==> src/rtl/jtframe_cen_pkg.sv <==
`default_nettype none
// ============================================================================
// Module   : jtframe_cen_pkg
// Purpose  : Shared definitions for the clock-enable period meter: FSM state
//            encoding and the glitch-counter width.
// Revision : 1.0 - initial release
// ============================================================================
package jtframe_cen_pkg;

  // Width of the saturating glitch/statistics counter
  localparam int ERRW = 8;

  // Meter FSM state encoding
  typedef enum logic [1:0] {
    ST_IDLE   = 2'd0,
    ST_ACQ    = 2'd1,
    ST_LOCKED = 2'd2,
    ST_LOST   = 2'd3
  } cen_state_t;

endpackage
`default_nettype wire

==> src/rtl/jtframe_cen_period.sv <==
`default_nettype none
// ============================================================================
// Module   : jtframe_cen_period
// Purpose  : Saturating interval counter for the enable under test. Produces
//            the measured period p = cnt+1 and the tolerance comparisons the
//            meter FSM needs (against the acquisition reference and against
//            the locked period), plus the timeout and saturation conditions.
// Revision : 1.0 - initial release
// ============================================================================
module jtframe_cen_period #(
  parameter int CNTW = 8,
  parameter int TOL  = 0
) (
  input  logic            clk,
  input  logic            rst_n,
  input  logic            clr,
  input  logic            cen,
  input  logic [CNTW-1:0] ref_per,
  input  logic [CNTW-1:0] period,
  output logic [CNTW-1:0] p,
  output logic            match_ref,
  output logic            match_per,
  output logic            timeout,
  output logic            sat
);

  localparam logic [CNTW-1:0] CNT_MAX = '1;
  localparam logic [CNTW:0]   TOL_W   = (CNTW+1)'(TOL);
  localparam logic [CNTW:0]   ONE_W   = (CNTW+1)'(1);

  logic [CNTW-1:0] cnt_q, cnt_d;
  logic [CNTW:0]   p_full;

  // |a-b| <= TOL, evaluated one bit wider than the counter so nothing wraps
  function automatic logic within_tol(input logic [CNTW:0] a, input logic [CNTW:0] b);
    logic [CNTW:0] diff;
    diff = (a >= b) ? (a - b) : (b - a);
    return (diff <= TOL_W);
  endfunction

  // Next count: restart on every enable or clear, otherwise count up and stick at all-ones
  always_comb begin
    cnt_d = cnt_q;
    if (clr || cen) begin
      cnt_d = '0;
    end else if (cnt_q != CNT_MAX) begin
      cnt_d = cnt_q + 1'b1;
    end
  end

  // Interval counter register
  always_ff @(posedge clk or negedge rst_n) begin
    if (!rst_n) begin
      cnt_q <= '0;
    end else begin
      cnt_q <= cnt_d;
    end
  end

  assign p_full    = {1'b0, cnt_q} + ONE_W;
  // A measured period never exceeds CNT_MAX: the meter leaves ACQ/LOCKED
  // before the counter can reach all-ones, so the low bits are exact.
  assign p         = p_full[CNTW-1:0];
  assign match_ref = within_tol(p_full, {1'b0, ref_per});
  assign match_per = within_tol(p_full, {1'b0, period});
  // Two full periods have elapsed on this edge without an enable
  assign timeout   = (p_full == {period, 1'b0});
  // The counter reaches (or already holds) all-ones on this edge
  assign sat       = (cnt_q >= (CNT_MAX - 1'b1));

endmodule
`default_nettype wire

==> src/rtl/jtframe_cen_meter.sv <==
`default_nettype none
// ============================================================================
// Module   : jtframe_cen_meter
// Purpose  : Measures the period of a clock-enable pulse train in clk cycles,
//            reports lock once LOCKN consecutive measurements agree within
//            TOL, and flags glitches and missing pulses.
// Options  : JTFRAME_CEN_METER_STATS_EN - enables the saturating err_cnt
//            glitch/loss counter; otherwise err_cnt is tied to zero.
// Revision : 1.0 - initial release
// ============================================================================
module jtframe_cen_meter
  import jtframe_cen_pkg::*;
#(
  parameter int CNTW  = 8,
  parameter int LOCKN = 4,
  parameter int TOL   = 0
) (
  input  logic            clk,
  input  logic            rst_n,
  input  logic            cen,
  input  logic            clr,
  output logic [CNTW-1:0] period,
  output logic            period_vld,
  output logic            locked,
  output logic            lost,
  output logic [ERRW-1:0] err_cnt
);

  localparam logic [3:0] LOCKN_W = 4'(LOCKN);

  cen_state_t      state_q, state_d;
  logic [CNTW-1:0] ref_q, ref_d;
  logic [3:0]      mcnt_q, mcnt_d;
  logic [CNTW-1:0] period_q, period_d;
  logic            vld_q, vld_d;
  logic            locked_q, locked_d;
  logic            lost_q, lost_d;

  logic [CNTW-1:0] meas;
  logic            match_ref, match_per, timeout, sat;

  jtframe_cen_period #(
    .CNTW (CNTW),
    .TOL  (TOL)
  ) u_period (
    .clk       (clk),
    .rst_n     (rst_n),
    .clr       (clr),
    .cen       (cen),
    .ref_per   (ref_q),
    .period    (period_q),
    .p         (meas),
    .match_ref (match_ref),
    .match_per (match_per),
    .timeout   (timeout),
    .sat       (sat)
  );

  // FSM next state and output values; clr overrides any enable in the same cycle
  always_comb begin
    logic [3:0] mcnt_nx;
    state_d  = state_q;
    ref_d    = ref_q;
    mcnt_d   = mcnt_q;
    period_d = period_q;
    vld_d    = 1'b0;
    lost_d   = lost_q;
    mcnt_nx  = mcnt_q;
    if (clr) begin
      state_d  = ST_IDLE;
      ref_d    = '0;
      mcnt_d   = '0;
      period_d = '0;
      lost_d   = 1'b0;
    end else begin
      case (state_q)
        ST_IDLE: begin
          if (cen) state_d = ST_ACQ;
        end
        ST_ACQ: begin
          if (cen) begin
            if (match_ref) begin
              mcnt_nx = mcnt_q + 1'b1;
            end else begin
              ref_d   = meas;
              mcnt_nx = 4'd1;
            end
            mcnt_d = mcnt_nx;
            if (mcnt_nx >= LOCKN_W) begin
              state_d  = ST_LOCKED;
              period_d = ref_d;
            end
          end else if (sat) begin
            state_d = ST_LOST;
            lost_d  = 1'b1;
          end
        end
        ST_LOCKED: begin
          if (cen) begin
            if (match_per) begin
              vld_d    = 1'b1;
              period_d = meas;
            end else begin
              state_d = ST_ACQ;
              ref_d   = meas;
              mcnt_d  = 4'd1;
            end
          end else if (timeout || sat) begin
            // sat covers long periods whose double cannot be reached by the counter
            state_d = ST_LOST;
            lost_d  = 1'b1;
          end
        end
        ST_LOST: begin
          if (cen) begin
            state_d = ST_ACQ;
            mcnt_d  = '0;
          end
        end
        default: state_d = ST_IDLE;
      endcase
    end
    locked_d = (state_d == ST_LOCKED);
  end

  // FSM and output registers
  always_ff @(posedge clk or negedge rst_n) begin
    if (!rst_n) begin
      state_q  <= ST_IDLE;
      ref_q    <= '0;
      mcnt_q   <= '0;
      period_q <= '0;
      vld_q    <= 1'b0;
      locked_q <= 1'b0;
      lost_q   <= 1'b0;
    end else begin
      state_q  <= state_d;
      ref_q    <= ref_d;
      mcnt_q   <= mcnt_d;
      period_q <= period_d;
      vld_q    <= vld_d;
      locked_q <= locked_d;
      lost_q   <= lost_d;
    end
  end

  assign period     = period_q;
  assign period_vld = vld_q;
  assign locked     = locked_q;
  assign lost       = lost_q;

`ifdef JTFRAME_CEN_METER_STATS_EN
  logic [ERRW-1:0] err_cnt_q, err_cnt_d;
  logic            err_evt;

  // Count each drop out of lock and each entry into LOST, saturating at all-ones
  always_comb begin
    err_evt   = ((state_q == ST_LOCKED) && (state_d == ST_ACQ)) ||
                ((state_q != ST_LOST)   && (state_d == ST_LOST));
    err_cnt_d = err_cnt_q;
    if (clr) begin
      err_cnt_d = '0;
    end else if (err_evt && (err_cnt_q != '1)) begin
      err_cnt_d = err_cnt_q + 1'b1;
    end
  end

  // Statistics register
  always_ff @(posedge clk or negedge rst_n) begin
    if (!rst_n) begin
      err_cnt_q <= '0;
    end else begin
      err_cnt_q <= err_cnt_d;
    end
  end

  assign err_cnt = err_cnt_q;
`else
  assign err_cnt = '0;
`endif

endmodule
`default_nettype wire

==> config.mk <==
export PLATFORM = sky130hd
export DESIGN_NAME = jtframe_cen_meter
export DESIGN_NICKNAME = d
export VERILOG_FILES = /design/src/rtl/jtframe_cen_pkg.sv /design/src/rtl/jtframe_cen_period.sv /design/src/rtl/jtframe_cen_meter.sv
export SDC_FILE = /design/constraint.sdc
export NUM_CORES = 1
export LEC_CHECK = 0
export ABC_AREA = 1
export ABC_CLOCK_PERIOD_IN_PS = 3880
export BUFFER_PORTS_ARGS = -buffer_cell sky130_fd_sc_hd__buf_2
export CAP_MARGIN = 25
export CORE_MARGIN = 2
export CORE_UTILIZATION = 63
export DETAILED_ROUTE_END_ITERATION = 10
export PLACE_DENSITY = 0.82
export SETUP_SLACK_MARGIN = 0.3
export SLEW_MARGIN = 25
export SYNTH_ARGS = -nofsm -noshare
export SYNTH_HDL_FRONTEND = slang
export SYNTH_HIERARCHICAL = 1
export SYNTH_SLANG_ARGS = --single-unit
export TNS_END_PERCENT = 30
==> constraint.sdc <==
create_clock -name clk -period 3.88 [get_ports clk]
set_clock_uncertainty 0.15 [all_clocks]
set_input_delay 0.776 -clock clk [delete_from_list [all_inputs] [get_ports clk]]
set_output_delay 0.776 -clock clk [all_outputs]
set_load 0.01 [all_outputs]
## After elaboration in Yosys (flattened, before gate mapping)

Index checks and enable logic that the tools add are counted.

| storage, ports and cells | value |
|---|---|
| word-level logic and storage cells | 93 |
| output and inout bits | 19 |
| input bits | 4 |
| flip-flop bits (word level) | 33 |

| cells by class | value |
|---|---|
| reductions and logical operators | 11 |
| multiplexer cells | 45 |
| add/subtract/negate cells | 7 |
| equality and inequality tests | 16 |
| $lt $le $gt $ge | 6 |

Operator list:

| kind | number |
|---|---|
| $mux W8 | 12 |
| $mux W4 | 9 |
| $pmux W8 S2 | 2 |
| $ne A3 B3 Y1 const B | 10 |
| $ge A9 B8 Y1 | 2 |
| $le A9 B1 Y1 const B | 2 |
| $mux W9 | 2 |
| $sub A8 B9 Y9 | 2 |
| $sub A9 B8 Y9 | 2 |
| $mux W2 | 8 |
| $reduce_and A5 Y1 | 3 |
| $pmux W4 S3 | 1 |
| $add A8 B1 Y9 const B | 1 |
| $eq A9 B9 Y1 | 1 |
| $mux W1 | 9 |
| $add A8 B1 Y8 const B | 1 |
| $ge A8 B8 Y1 const B | 1 |
| $ne A8 B8 Y1 const B | 1 |
| $eq A2 B2 Y1 const B | 3 |
| $pmux W2 S3 | 1 |
| $add A4 B1 Y4 const B | 1 |
| $ge A4 B3 Y1 const B | 1 |
| $reduce_and A4 Y1 | 1 |
| $reduce_bool A4 Y1 | 1 |
| other kinds (7) | 8 |

## Logic depth before layout (Yosys ltp)

| logic depth | value |
|---|---|
| depth after elaboration | 14 |
| gate-level depth with buffers | 24 |
| gate-level depth less buffers | 24 |

## Hierarchy

Netlist, hierarchy kept.

Modules (own cells, without submodules):

| module | area each (um^2) | instances | sequential area each (um^2) | cells an instance |
|---|---|---|---|---|
| jtframe_cen_period | 2298.5 | 1 | 200.2 | 433 |
| jtframe_cen_meter | 1460.2 | 1 | 625.6 | 186 |

## Worst setup path before layout

OpenSTA, ideal clock, no wires.

| path | value |
|---|---|
| kind | register to register |
| start | register u_period.cnt_q[0] |
| end | register period_q[4], in the netlist period[4] |
| required time | 3.665 ns |
| path buffers | 1 |
| period minus slack after synthesis | 3.396 ns |
| arrival time | 3.181 ns |
| slack | 0.484 ns |
| library setup time | 0.065 ns |
| stages on the path, launching flop included | 22 |
| cell sequence | dfrtp_1 > ha_1 > nand3_1 > xor2_1 > inv_1 > ha_1 > nand2_2 > nor2_2 > nand2_1 > nand3_1 > nand2_1 > nand2_2 > nand2_1 > nand3b_1 > a21oi_1 > inv_1 > nor2_2 > buf_4 > o21ai_0 > a21oi_1 > nand3_1 > nand2_1 |

| between the ends | value |
|---|---|
| longest elaborated chain between the ends | 11 |
| elaborated cells on any way between the ends | 26 |
| classes of those cells | add/sub (5); order compare (5); eq/ne (2); mux (13); reduce/logical (1) |

Ends and longest elaborated chain:

| item | line | text |
|---|---|---|
| from (decl) | jtframe_cen_period.sv:31 | `logic [CNTW-1:0] cnt_q, cnt_d;` |
| from (signal assigned) | jtframe_cen_period.sv:56 | `cnt_q <= cnt_d;` |
| $add A8 B1 Y9 * | jtframe_cen_period.sv:60 | `assign p_full = {1'b0, cnt_q} + ONE_W;` |
| via meas[4] | jtframe_cen_meter.sv:39 | `logic [CNTW-1:0] meas;` |
| $sub A8 B9 Y9 (tied with other cells) | jtframe_cen_period.sv:37 | `diff = (a >= b) ? (a - b) : (b - a);` |
| $mux W9 * | jtframe_cen_period.sv:37 |  |
| $le A9 B1 Y1 * | jtframe_cen_period.sv:38 | `return (diff <= TOL_W);` |
| via match_ref | jtframe_cen_meter.sv:40 | `logic match_ref, match_per, timeout, sat;` |
| $mux W4 | jtframe_cen_meter.sv:82 | `if (match_ref) begin` |
| $mux W4 | jtframe_cen_meter.sv:81 | `if (cen) begin` |
| $mux W4 | jtframe_cen_meter.sv:76 | `case (state_q)` |
| $mux W4 | jtframe_cen_meter.sv:69 | `if (clr) begin` |
| $ge A4 B3 Y1 | jtframe_cen_meter.sv:89 | `if (mcnt_nx >= LOCKN_W) begin` |
| $ne A3 B3 Y1 (no line) | -- |  |
| $reduce_and A5 Y1 (no line) | -- |  |
| to (signal assigned) | jtframe_cen_meter.sv:140 | `period_q <= period_d;` |
| to (decl) | jtframe_cen_meter.sv:34 | `logic [CNTW-1:0] period_q, period_d;` |

The timed path passes the listed nets; every way through them passes the cells marked *. The select of a mux whose other input is x is not followed.
A chain may end at the register's enable or synchronous reset.

## Final worst setup path

| path | value |
|---|---|
| start | register u_period.cnt_q[0] |
| end | register ref_q[7] |

| between the ends | value |
|---|---|
| longest elaborated chain between the ends | 8 |
| elaborated cells on any way between the ends | 19 |
| classes of those cells | add/sub (5); order compare (4); eq/ne (1); mux (8); reduce/logical (1) |

Ends and longest elaborated chain:

| item | line | text |
|---|---|---|
| $add A8 B1 Y9 * | jtframe_cen_period.sv:60 |  |
| via meas[6] | jtframe_cen_meter.sv:39 |  |
| $sub A8 B9 Y9 (tied with other cells) | jtframe_cen_period.sv:37 |  |
| $mux W9 * | jtframe_cen_period.sv:37 |  |
| $le A9 B1 Y1 * | jtframe_cen_period.sv:38 |  |
| via match_ref | jtframe_cen_meter.sv:40 |  |
| $mux W8 * | jtframe_cen_meter.sv:82 |  |
| $mux W8 * | jtframe_cen_meter.sv:81 |  |
| $pmux W8 S2 * | jtframe_cen_meter.sv:76 |  |
| $mux W8 * | jtframe_cen_meter.sv:69 |  |
| to (signal assigned) | jtframe_cen_meter.sv:138 | `ref_q <= ref_d;` |
| to (decl) | jtframe_cen_meter.sv:32 | `logic [CNTW-1:0] ref_q, ref_d;` |

Marked as above.

==> metrics.txt <==
initial antenna violation count=0; CTS Sinks=33; WL final=10760 µm; io pins=23; fin nets=698; Final Cycle Share=88.45%; fin. max-slew vios=0; PD cells=450.4 mW/mm²; Worst-Skew Late Latency=0.29 ns; status=finished clean; CP Launch Type=register; Mapped Cells=619; min-delay src=mcnt_q[3]; Critical Path, Cell by Cell=ha_4 > inv_1 > nor2_2 > nand3_1 > nand2_2 > inv_2 > ha_4 > nand2_1 > nor2_2 > nand3_1 > nand3_1 > nand2_1 > nor2_1 > nand3b_1 > a21oi_2 > inv_2 > nor2_4 > o21ai_0 > a21oi_1 > nand2_1 > o21ai_0; Clock Path Buffers=2; Routed WL per cell=14.70 µm; num rows=28; Layout Cells excl Fill=732; clock root cell=clkbuf_8; commonest non-fill, non-tap cell in the layout=nand2_1; Slowest cell on crit path=dfrtp_1; Pleak=2.405 nW; post-synth cell types=36; Max VDD drop=0.3564 mV; fillers=488; CTS Buf Count=5; largest area contributor in the netlist=dfrtp_1; Synth warnings=6; die extent in y=81.24 µm; max_cap viols=0; Int Pwr=976.2 µW; via count=4201; Post-Place Cell Area=0.003931 mm²; share of post-route cells with drive strength above 1=15.83%; commonest non-fill, non-tap cells in the layout=nand2_1 (199), inv_1 (98), nand3_1 (61); port bufs=14; register-to-register setup slack=0.45 ns; Worst Path Arrival=3.48 ns; drt via density=5.739; final hold vios=0; dominant cells by area after synthesis=dfrtp_1 (22%), nand2_1 (20%), ha_1 (13%), inv_1 (10%), nand3_1 (8.3%); RSZ-0062 raised after global routing=no; H-tree levels=2; Tmin final=3.432 ns; Peak Freq=0.2914 GHz; vias in the first global route=3699; Synth top area share=21.97%; P_sw=996.4 µW; Total GRT Usage=31.89%; Comb power frac=63.9%; Net Sw Frac=50.51%; worst setup margin=0.4481 ns; critical path endpoint category=register; CTS tree=yes; DRT iter0 DRCs=323; WP buf/inv=3; synthesized area=0.003759 mm²; reg2reg end=ref_q[7]; hold depth=2; first-pass GRT wire length=16540 µm; Crit path required time=3.93 ns; FF-to-FF Start=u_period/cnt_q[0]; DP HPWL=7912 µm; final setup fails=0; Area growth, synth to finish=16.51%; Setup CP Type=reg -> reg; Die X=81.24 µm; crit-path max cell delay=0.42 ns; Post-CTS Hold Fix Bufs=0; relative slew slack=28.62%; mean post-synth cell area=6.072 µm²; Largest delay share family, worst path=simple AND/OR/NAND/NOR gates; grt total ovfl=0; # DRC=0; Clock transition at path regs=0.07 ns; sequential power share=22.9%; DR pass1 iterations=5; die area=0.006600 mm²; worst hold endpoint=mcnt_q[3]; Seq/Total Area, Yosys=21.97%; Sum Neg Setup Slack=0 ns; highest net fanout along the worst path=7; finished layout cell area=0.004379 mm²; Starting Density=64.24%; Seq cells post-synth=33; Slew @ Worst Pin=1.061 ns; placed cell count=713; Core Util, Final=74.85%; worst hold-check path type=reg -> reg; Clock power frac=13.3%; FF-to-FF path depth=21; core region area=0.005851 mm²; Final Wtd Congestion=1.009; Place WS=0.09784 ns; largest net degree at the start of global routing=34; ant diodes=0; Levels on crit path=21; remaining antenna violation count=0
==> worst register-to-register path: stages (launching register included) <==
cell and delay [ns]:
dfrtp_1 0.42, ha_4 0.18, inv_1 0.05, nor2_2 0.14, nand3_1 0.13, nand2_2 0.13
inv_2 0.09, ha_4 0.31, nand2_1 0.11, nor2_2 0.14, nand3_1 0.13, nand3_1 0.10
nand2_1 0.05, nor2_1 0.09, nand3b_1 0.10, a21oi_2 0.20, inv_2 0.10, nor2_4 0.18
o21ai_0 0.11, a21oi_1 0.24, nand2_1 0.11, o21ai_0 0.09
==> cell type report <==
| cell class | count | area, µm² | area share [%] |
|---|---|---|---|
| flip-flops and latches | 33 | 828.3 | 18.91 |
| well taps | 75 | 93.84 | 2.143 |
| clock inverters | 2 | 10.01 | 0.2286 |
| inverters | 108 | 405.4 | 9.257 |
| multi-input cells | 472 | 2710 | 61.89 |
| clock buffers | 6 | 72.57 | 1.657 |
| repair buffers | 36 | 259.0 | 5.914 |
==> Yosys cell counts, drive strengths merged <==
cell	n
nand2	210
inv	108
nand3	63
nor2	53
ha	38
o21ai	36
dfrtp	33
a21oi	31
buf	13
nand4	12
o21bai	4
o22ai	3
xor2	3
a21boi	2
a31oi	1
clkbuf	1
conb	1
nand3b	1
nor4	1
o211ai	1
o21a	1
o31ai	1
or2	1
xnor2	1
==> registers in the layout, summed over array words and instances, names as in the netlist <==
name and cells:
period_vld 1, ref_q 8, u_period/cnt_q 8, state_q 2, mcnt_q 4, lost 1
period 8, locked 1
==> metrics by stage <==
stage                     hold slack (ns)  power (mW)
after floorplan                    0.3244       1.337
after detailed placement           0.3758       1.572
final                              0.3895       1.973
after CTS                          0.3908       1.849
after global routing               0.4160       2.157
after global placement             0.3516       1.537
==> worst max-delay path by stage <==
stage                            to  slack [ns]              start
final                      ref_q[7]        0.45  u_period/cnt_q[0]
after global routing       ref_q[7]        0.21  u_period/cnt_q[0]
after CTS                 period[4]        0.33  u_period/cnt_q[1]
after detailed placement  period[0]         0.1  u_period/cnt_q[1]
after global placement    period[3]        0.22  u_period/cnt_q[0]
after floorplan           period[4]        0.48  u_period/cnt_q[0]
==> logic make-up after synthesis <==
logic type	count (synthesis)	share of synthesized area, %
xor+xnor	4	0.9323
buf+inv	122	13.65
other cells	1	0.09977
flops	33	21.97
fa+ha+maj	38	12.65
compound gates	80	12.38
simple gates	341	38.32
==> routing by layer <==
layer / vias up / routed length, µm / track usage [%]
met5: - / 0 / 0
met4: 0 / 273 / 7.966
met3: 34 / 843 / 4.667
met2: 212 / 5024 / 53.97
met1: 1940 / 4621 / 42.80
li1: 2015 / - / -
==> power by group through the flow <==
| stage | combinational, mW | clock [mW] | sequential [mW] |
|---|---|---|---|
| 2_1_floorplan | 0.889 | 0 | 0.448 |
| 4_1_cts | 1.14 | 0.261 | 0.448 |
| 5_1_grt | 1.43 | 0.272 | 0.456 |
| 3_5_place_dp | 1.12 | 0 | 0.454 |
| 3_3_place_gp | 1.09 | 0 | 0.452 |
| 6_report | 1.26 | 0.262 | 0.451 |
==> timing repair <==
action / CTS / global route
cloned: 0 / 1
setup buffers: 5 / 5
pin swaps: 2 / 10
hold endpoints to repair: 0 / 0
resized for setup: 3 / 58
setup endpoints to repair: 18 / 23
(Power assumes the default switching activity.)
